===== config.mk =====
export PLATFORM = sky130hd
export DESIGN_NAME = input_sequencer
export DESIGN_NICKNAME = d
export VERILOG_FILES = /design/src/rtl/input_sequencer_pkg.sv /design/src/rtl/input_sequencer_digit_mac.sv /design/src/rtl/input_sequencer.sv
export SDC_FILE = /design/constraint.sdc
export NUM_CORES = 1
export LEC_CHECK = 0
export CAP_MARGIN = 5
export CORE_ASPECT_RATIO = 0.9
export CORE_MARGIN = 2
export CORE_UTILIZATION = 50
export DETAILED_ROUTE_END_ITERATION = 12
export PLACE_DENSITY_LB_ADDON = 0.2
export RECOVER_POWER = 50
export SLEW_MARGIN = 40
export SYNTH_ARGS = -nofsm -noshare
export SYNTH_HDL_FRONTEND = slang
export SYNTH_SLANG_ARGS = --single-unit

===== constraint.sdc =====
create_clock -name Clock -period 3.4 [get_ports Clock]
set_input_delay 0.68 -clock Clock [delete_from_list [all_inputs] [get_ports Clock]]
set_output_delay 0.68 -clock Clock [all_outputs]
set_load 0.01 [all_outputs]

===== src/rtl/input_sequencer_pkg.sv =====
// Shared definitions for the keypad input sequencer.
//   - key code constants (no-request, operators, equals, clear, digit base)
//   - sequencer state encoding
//   - default widths and small code-classification helpers
package input_sequencer_pkg;

  localparam int unsigned IcNDefault = 5;
  localparam int unsigned CdNDefault = 32;

  localparam int unsigned CmdNon   = 32'h00;
  localparam int unsigned CmdAdd   = 32'h01;
  localparam int unsigned CmdSub   = 32'h02;
  localparam int unsigned CmdMul   = 32'h03;
  localparam int unsigned CmdDiv   = 32'h04;
  localparam int unsigned CmdLpar  = 32'h05;
  localparam int unsigned CmdRpar  = 32'h06;
  localparam int unsigned CmdEqu   = 32'h08;
  localparam int unsigned CmdClr   = 32'h0F;
  localparam int unsigned CmdDigit = 32'h10;

  typedef enum logic [1:0] {
    StIdle,
    StDecode,
    StIssue,
    StRelease
  } seq_state_e;

  // Codes that are forwarded to the core.
  function automatic logic is_issue_code(input int unsigned code);
    return ((code >= CmdAdd) && (code <= CmdRpar)) || (code == CmdEqu) || (code == CmdClr);
  endfunction

  function automatic logic is_digit_code(input int unsigned code);
    return (code >= CmdDigit) && (code <= CmdDigit + 9);
  endfunction

endpackage


===== src/rtl/input_sequencer_digit_mac.sv =====
// Operand accumulate step: result = num*10 + digit, saturating.
//   num    : current operand (CD_N bits, unsigned)
//   digit  : decimal digit 0..9
//   result : next operand, clamped to 2^CD_N-1
//   ovf    : high when the clamp was applied
module digit_mac
  import input_sequencer_pkg::*;
#(
  parameter int unsigned CD_N = CdNDefault
) (
  input  logic [CD_N-1:0] num,
  input  logic [3:0]      digit,
  output logic [CD_N-1:0] result,
  output logic            ovf
);

  localparam int unsigned WideW = CD_N + 4;

  logic [WideW-1:0] num_w;
  logic [WideW-1:0] wide;

  // Four extra bits cover the worst case (2^CD_N-1)*10+9.
  always_comb begin
    num_w  = {4'b0000, num};
    wide   = (num_w << 3) + (num_w << 1) + {{CD_N{1'b0}}, digit};
    ovf    = |wide[WideW-1:CD_N];
    result = ovf ? '1 : wide[CD_N-1:0];
  end

endmodule


===== src/rtl/input_sequencer.sv =====
// Keypad front-end: runs the four-phase in_cmd/in_ack handshake, accumulates
// digit keys into an operand and forwards operator/equals/clear keys to the
// core over a req/ack handshake.
//   Clock, Reset        : clock, async active-low reset
//   in_cmd / in_ack     : keypad key code and acknowledge
//   core_req / core_ack : command valid to core / core accept
//   core_cmd            : latched key code
//   core_num            : accumulated operand
//   core_has_num        : at least one digit since last issue
//   num_ovf             : sticky operand saturation flag
//   busy                : sequencer not idle
module input_sequencer
  import input_sequencer_pkg::*;
#(
  parameter int unsigned IC_N = IcNDefault,
  parameter int unsigned CD_N = CdNDefault
) (
  input  logic            Clock,
  input  logic            Reset,
  input  logic [IC_N-1:0] in_cmd,
  output logic            in_ack,
  output logic            core_req,
  output logic [IC_N-1:0] core_cmd,
  output logic [CD_N-1:0] core_num,
  output logic            core_has_num,
  input  logic            core_ack,
  output logic            num_ovf,
  output logic            busy
);

  seq_state_e      state_q, state_d;
  logic [IC_N-1:0] cmd_q, cmd_d;
  logic [CD_N-1:0] num_q, num_d;
  logic            has_num_q, has_num_d;
  logic            ovf_q, ovf_d;
  logic            in_ack_q, in_ack_d;
  logic            core_req_q, core_req_d;
  logic            busy_q, busy_d;

  logic [3:0]      digit;
  logic [CD_N-1:0] mac_result;
  logic            mac_ovf;

  assign digit = 4'(cmd_q - IC_N'(CmdDigit));

  digit_mac #(
    .CD_N(CD_N)
  ) u_digit_mac (
    .num   (num_q),
    .digit (digit),
    .result(mac_result),
    .ovf   (mac_ovf)
  );

  always_comb begin
    state_d    = state_q;
    cmd_d      = cmd_q;
    num_d      = num_q;
    has_num_d  = has_num_q;
    ovf_d      = ovf_q;
    in_ack_d   = 1'b0;
    core_req_d = 1'b0;

    unique case (state_q)
      StIdle: begin
        if (in_cmd != '0) begin
          cmd_d   = in_cmd;
          state_d = StDecode;
        end
      end
      StDecode: begin
        if (is_digit_code(32'(cmd_q))) begin
          num_d     = mac_result;
          ovf_d     = ovf_q | mac_ovf;
          has_num_d = 1'b1;
          state_d   = StRelease;
        end else if (is_issue_code(32'(cmd_q))) begin
          state_d = StIssue;
        end else begin
          // Invalid code: acknowledge the keypad, but never reach the core.
          state_d = StRelease;
        end
      end
      StIssue: begin
        // Ack only counts once the request is actually visible to the core.
        if (core_req_q && core_ack) begin
          num_d     = '0;
          has_num_d = 1'b0;
          ovf_d     = 1'b0;
          state_d   = StRelease;
        end else begin
          core_req_d = 1'b1;
        end
      end
      StRelease: begin
        if (in_cmd == '0) begin
          state_d = StIdle;
        end else begin
          in_ack_d = 1'b1;
        end
      end
      default: state_d = StIdle;
    endcase

    busy_d = (state_d != StIdle);
  end

  always_ff @(posedge Clock or negedge Reset) begin
    if (!Reset) begin
      state_q    <= StIdle;
      cmd_q      <= IC_N'(CmdNon);
      num_q      <= '0;
      has_num_q  <= 1'b0;
      ovf_q      <= 1'b0;
      in_ack_q   <= 1'b0;
      core_req_q <= 1'b0;
      busy_q     <= 1'b0;
    end else begin
      state_q    <= state_d;
      cmd_q      <= cmd_d;
      num_q      <= num_d;
      has_num_q  <= has_num_d;
      ovf_q      <= ovf_d;
      in_ack_q   <= in_ack_d;
      core_req_q <= core_req_d;
      busy_q     <= busy_d;
    end
  end

  assign in_ack       = in_ack_q;
  assign core_req     = core_req_q;
  assign core_cmd     = cmd_q;
  assign core_num     = num_q;
  assign core_has_num = has_num_q;
  assign num_ovf      = ovf_q;
  assign busy         = busy_q;

endmodule


Word-level counts from Yosys, hierarchy flattened
Cells that the tools add are included.
{ "word_totals": {"output_inout_bits": 42, "ff_bits": 44, "inputBits": 8, "word_cells": 55} }
{ "classes": {"muxes": 19, "reduce_logical": 13, "addsub": 3, "n_lt_le_gt_ge": 4, "n_eq_ne": 7, "bitwise": 1} }
{ "ops": {"columns": ["operator", "count"], "rows": [
  ["32-bit 2-to-1 mux", 3],
  ["32-bit one-hot mux with 2 select lines", 1],
  ["35-bit by 33-bit adder with 36-bit output", 1],
  ["36-bit by 4-bit adder with 36-bit output", 1],
  ["5-bit by 4-bit == test with 1-bit output (second input constant)", 2],
  ["1-bit 2-to-1 mux", 9],
  ["2-bit one-hot mux with 4 select lines", 1],
  ["2-bit 2-to-1 mux", 3],
  ["5-bit by 1-bit greater-or-equal comparator with 1-bit output (second input constant)", 1],
  ["5-bit greater-or-equal comparator (second input constant)", 1],
  ["5-bit by 3-bit <= comparator with 1-bit output (second input constant)", 1],
  ["5-bit <= comparator (second input constant)", 1],
  ["5-bit logical NOT", 1],
  ["5-bit nonzero test", 1],
  ["2-bit == test (second input constant)", 2],
  ["2-bit inequality test (second input constant)", 2],
  ["1-bit one-hot mux with 2 select lines", 2],
  ["2-bit nonzero test", 2],
  ["4-bit OR reduction", 1],
  ["4-bit by 1-bit subtractor with 4-bit output (second input constant)", 1],
  ["1-bit logical AND", 3],
  ["3-bit AND reduction", 1],
  ["2-bit by 1-bit == test with 1-bit output (second input constant)", 1],
  ["2-bit logical NOT", 1],
  ["3 further kinds", 4]
]} }

Logic depth before layout (Yosys ltp)
{ "logic_depth": {"depth_word": 8, "ltp_mapped": 13, "ltp_nobuf": 12} }

Cells and area by module
From an unflattened synthesis, not the netlist that was laid out.
{ "hier_totals": {"hier_cells": 520, "hier_area_um2": 4342.9} }
{ "modules_own_cells": {"columns": ["module", "seq_area_each_um2", "area_per_inst_um2", "cells_each", "n_inst"], "rows": [
  ["digit_mac", 0.0, 2552.4, 335, 1],
  ["input_sequencer", 1101.1, 1790.5, 185, 1]
]} }

Worst setup path after synthesis
Ideal clock, no wire load.
{ "synth_path": {"path_type": "flip-flop to flip-flop", "start": "register cmd_q[3], in the netlist core_cmd[3]", "end": "register num_q[10], in the netlist core_num[10]", "setup_slack_ps": 218, "synth_period_minus_slack_ps": 3182, "required_time_ps": 3259, "path_buffers": 1, "t_arrival_ps": 3041, "setup_time_ps": 141, "path_stages_with_launch": 13, "path_cell_list": "dfrtp_1 -> fa_1 -> inv_1 -> fa_1 -> nand2b_1 -> a21oi_1 -> o211a_1 -> o21ai_1 -> a21oi_1 -> o21ai_0 -> a211oi_4 -> buf_6 -> a31oi_1"} }
{ "synth_between": {"elab_chain_cells": 6, "elab_cells_between_ends": 11, "cone_classes": "add/sub: 2; order compare: 2; eq/ne: 1; mux: 3; reduce/logical: 3"} }
{ "synth_lines": {"columns": ["element", "line", "source"], "rows": [
  ["start, declared", "input_sequencer.sv:32", "logic [IC_N-1:0] cmd_q, cmd_d;"],
  ["start signal, assigned", "input_sequencer.sv:111", "cmd_q <= IC_N'(CmdNon);"],
  ["start signal, assigned", "input_sequencer.sv:120", "cmd_q <= cmd_d;"],
  ["4-bit by 1-bit subtractor with 4-bit output", "input_sequencer.sv:44", "assign digit = 4'(cmd_q - IC_N'(CmdDigit));"],
  ["36-bit by 4-bit adder with 36-bit output", "input_sequencer_digit_mac.sv:25", "wide = (num_w << 3) + (num_w << 1) + {{CD_N{1'b0}}, digit};"],
  ["4-bit OR reduction", "input_sequencer_digit_mac.sv:26", "ovf = |wide[WideW-1:CD_N];"],
  ["32-bit 2-to-1 mux", "input_sequencer_digit_mac.sv:27", "result = ovf ? '1 : wide[CD_N-1:0];"],
  ["32-bit 2-to-1 mux", "input_sequencer.sv:72", "if (is_digit_code(32'(cmd_q))) begin"],
  ["32-bit one-hot mux with 2 select lines", "input_sequencer.sv:64", "unique case (state_q)"],
  ["end signal, assigned", "input_sequencer.sv:121", "num_q <= num_d;"],
  ["end, declared", "input_sequencer.sv:33", "logic [CD_N-1:0] num_q, num_d;"]
]} }
Several ways; a longest one is shown, not always the timed one. The select of a mux whose other input is x is not followed.
A chain may end at the register's enable or synchronous reset.

Worst setup path in the final report
{ "layout_path": {"start": "register num_q[0], in the netlist core_num[0]", "end": "register num_q[24], in the netlist core_num[24]"} }
{ "layout_between": {"elab_chain_cells": 6} }
{ "layout_lines": {"columns": ["element", "line"], "rows": [
  ["35-bit by 33-bit adder with 36-bit output (*)", "input_sequencer_digit_mac.sv:25"],
  ["36-bit by 4-bit adder with 36-bit output (*)", "input_sequencer_digit_mac.sv:25"],
  ["4-bit OR reduction", "input_sequencer_digit_mac.sv:26"],
  ["32-bit 2-to-1 mux (*)", "input_sequencer_digit_mac.sv:27"],
  ["32-bit 2-to-1 mux (*)", "input_sequencer.sv:72"],
  ["32-bit one-hot mux with 2 select lines (*)", "input_sequencer.sv:64"]
]} }
Mark *: on every way between the ends. The rest lies on a longest branch, timed or not. The select of a mux whose other input is x is not followed.

==> metrics <==
hold crit path type=reg -> reg; crit-path max FO=13; max-capacitance violation count=2; Slew @ Worst Pin=2423 ps; Worst-Skew Late Latency=310 ps; Final WS setup=160.9 ps; final setup vio count=0; grt total ovfl=0; Post-DRT Antenna Nets=0; Sum Neg Setup Slack=0 ps; crit path buf inv count=3; nets@finish=around 600; final hold violations=0; Filler cells=747; met3 track demand over resource=0.02709; Reg clk slew, reported paths=about 90 ps; Critical Path RT=approximately 3600 ps; first-pass GRT wire length=roughly 17000 um; slowest CP cell=fa_1; Final Skew=between 9 and 10 ps; hold slack=~480 ps; failing checks=max-capacitance violations, max-slew violations; TritonCTS clock tree=done; RR Startpoint=core_num[0]; wire per inst=16.58 um; Pleak=2.333 nW; initial antenna violation count=0; pin count of the biggest net entering global routing=45; Critical Path End Type=register; Num CTS Buffers=5; busiest grt layer=met2; EDFF count, synth=0; M1 GR Usage=0.3282; CTS max path bufs=2; final instance area=between 0.004 and 0.005 mm2; final wirelength=about 11000 um; DRC=0; area delta synth->final=18.73%; Cells after Synth=495; top_reg_cell synth=dfrtp_1; Worst EP arrival=~3400 ps; Highest Clock Rate=roughly 0.31 GHz; Die X=between 90 and 100 um; power per cell area=between 600 and 700 mW/mm2; top cell type by total area after synthesis=dfrtp_1; Die Area=0.008889 mm2; pre-CTS setup slack=between 80 and 90 ps; period utilization=0.9527; Final Wtd Congestion=between 0.9 and 1; Crit Path Class=reg -> reg; commonest non-fill, non-tap cell in the layout=a21oi_1; io pins=50; Non-Filler Instances=638; Avg Cell Area, Syn=~8 um2; Hold Path End=core_req; RR Endpoint=core_num[24]; drt pass-1 iters=5; largest stage delay on the critical path=570 ps; syn_nets=between 500 and 600; cell depth of the worst flop-to-flop path=13; overall power=3.265 mW; vias per cell=slightly above 6; cell family with most CP delay=compound AO/OA/AOI/OAI gates; Peak VDD IR=between 0.4 and 0.5 mV; Reg2Reg Setup Slack=~160 ps; Synth top area share=0.2702; clock tree sinks=44; Hold Crit Depth=1; DRT iter0 DRCs=approximately 250; H-tree depth=2; commonest cells after routing, fill and taps aside=a21oi_1 (76), ha_1 (63), nand2_1 (51); root buffer cell=clkbuf_8; # rows=31; # diodes=0; Final Critical Period=3239 ps; Die H=approximately 90 um; port buffer count=49; fin util=0.6055; DR vias=~3900; core area=between 0.007 and 0.008 mm2; Placed Area=0.004646 mm2; Slew Viols, Final=82; vias in the first global route=roughly 3600; Syn Std Cell Area=0.004075 mm2; placed cell count=between 600 and 700; ys async rst share=1.000; Post-DP HPWL=~7700 um; status=finished, violations left; flops & latches, synth=44; share of cells above drive strength 1=0.06308; Starting Density=0.5100; register area share after synthesis=0.2702; Worst setup SP type=register; synth top area cells=dfrtp_1 (27%), ha_1 (19%), a21oi_1 (9.7%); Yosys cell types=between 40 and 50; grt met2 use=0.3839; GRT Util Overall=0.2315; slew margin rel.=-0.6150; Yosys Warn Count=0; CP cell instances=fa_1, inv_1, fa_2, nand2b_4, a21oi_4, o211ai_1, a21oi_1, o21ai_0, a21bo_2, a211oi_4, buf_6, buf_12, a31oi_1; Min-Delay Startpoint=core_req
-- how the worst max path moves through the flow --
stage	from	to	slack (ps)	depth (start not counted)
after floorplan	core_cmd[3]	core_num[10]	220	12
after global placement	core_cmd[3]	core_num[29]	180	12
after detailed placement	core_cmd[3]	core_num[24]	80	12
after CTS	core_cmd[3]	core_num[24]	50	12
after global routing	core_num[0]	core_num[26]	-10	12
final	core_num[0]	core_num[24]	160	13
-- power by group --
part	switching [mW]	leakage (nW)	total, mW	internal, mW
Sequential	0.182	0.587	0.856	0.675
Combinational	1.09	1.69	1.99	0.905
Clock	0.197	0.0541	0.415	0.218
Total	1.47	2.33	3.26	1.80
-- flip-flops by register name, indices dropped and copies added, names as in the netlist --
name / count
num_ovf: 1
core_req: 1
core_num: 32
core_has_num: 1
state_q: 2
in_ack: 1
core_cmd: 5
busy: 1
-- routing by layer --
metal	vias to the layer above	share of wire
li1	1921	-
met1	1857	0.48
met2	110	0.46
met3	19	0.043
met4	0	0.014
met5	-	0
-- layout make-up --
class                   count  area, um2  share of cell area
multi-input cells         416       2856              0.5904
inverters                   9      33.78            0.006982
well taps                  99      123.9             0.02560
clock inverters             3      42.54            0.008792
repair buffers             62      611.8              0.1265
flip-flops and latches     44       1101              0.2276
clock buffers               5      68.82             0.01422
-- logic make-up after synthesis --
family | share of synthesized area
adder cells (fa/ha/maj) | 0.2033
buffers and inverters | 0.03838
XOR/XNOR | 0.06018
flip-flops | 0.2702
multiplexers | 0.002456
AND/OR/NAND/NOR | 0.1618
AO/OA/AOI/OAI | 0.2637
-- timing repair --
| action | in CTS | in global routing |
|---|---|---|
| hold buffers | 0 | 0 |
| buffers inserted | 0 | 3 |
| endpoints found under the setup margin | 0 | 33 |
| gates resized for setup | 0 | 10 |
-- synth_stat cells, types with 4 or more instances --
cell and number:
nor3_1 8, a21o_1 9, ha_1 63, o211ai_1 7, a31oi_1 32, nand2b_1 5, nand2_1 51, o21ai_0 24
o21ai_1 5, xor2_1 14, a211oi_1 5, and2_1 4, nand4_1 8, xnor2_1 14, a21oi_1 79, and3_1 4
o21bai_1 4, clkbuf_1 21, nor2_1 35, nand3_1 12, inv_1 9, dfrtp_1 44
Power figures use the tool's default switching activity.
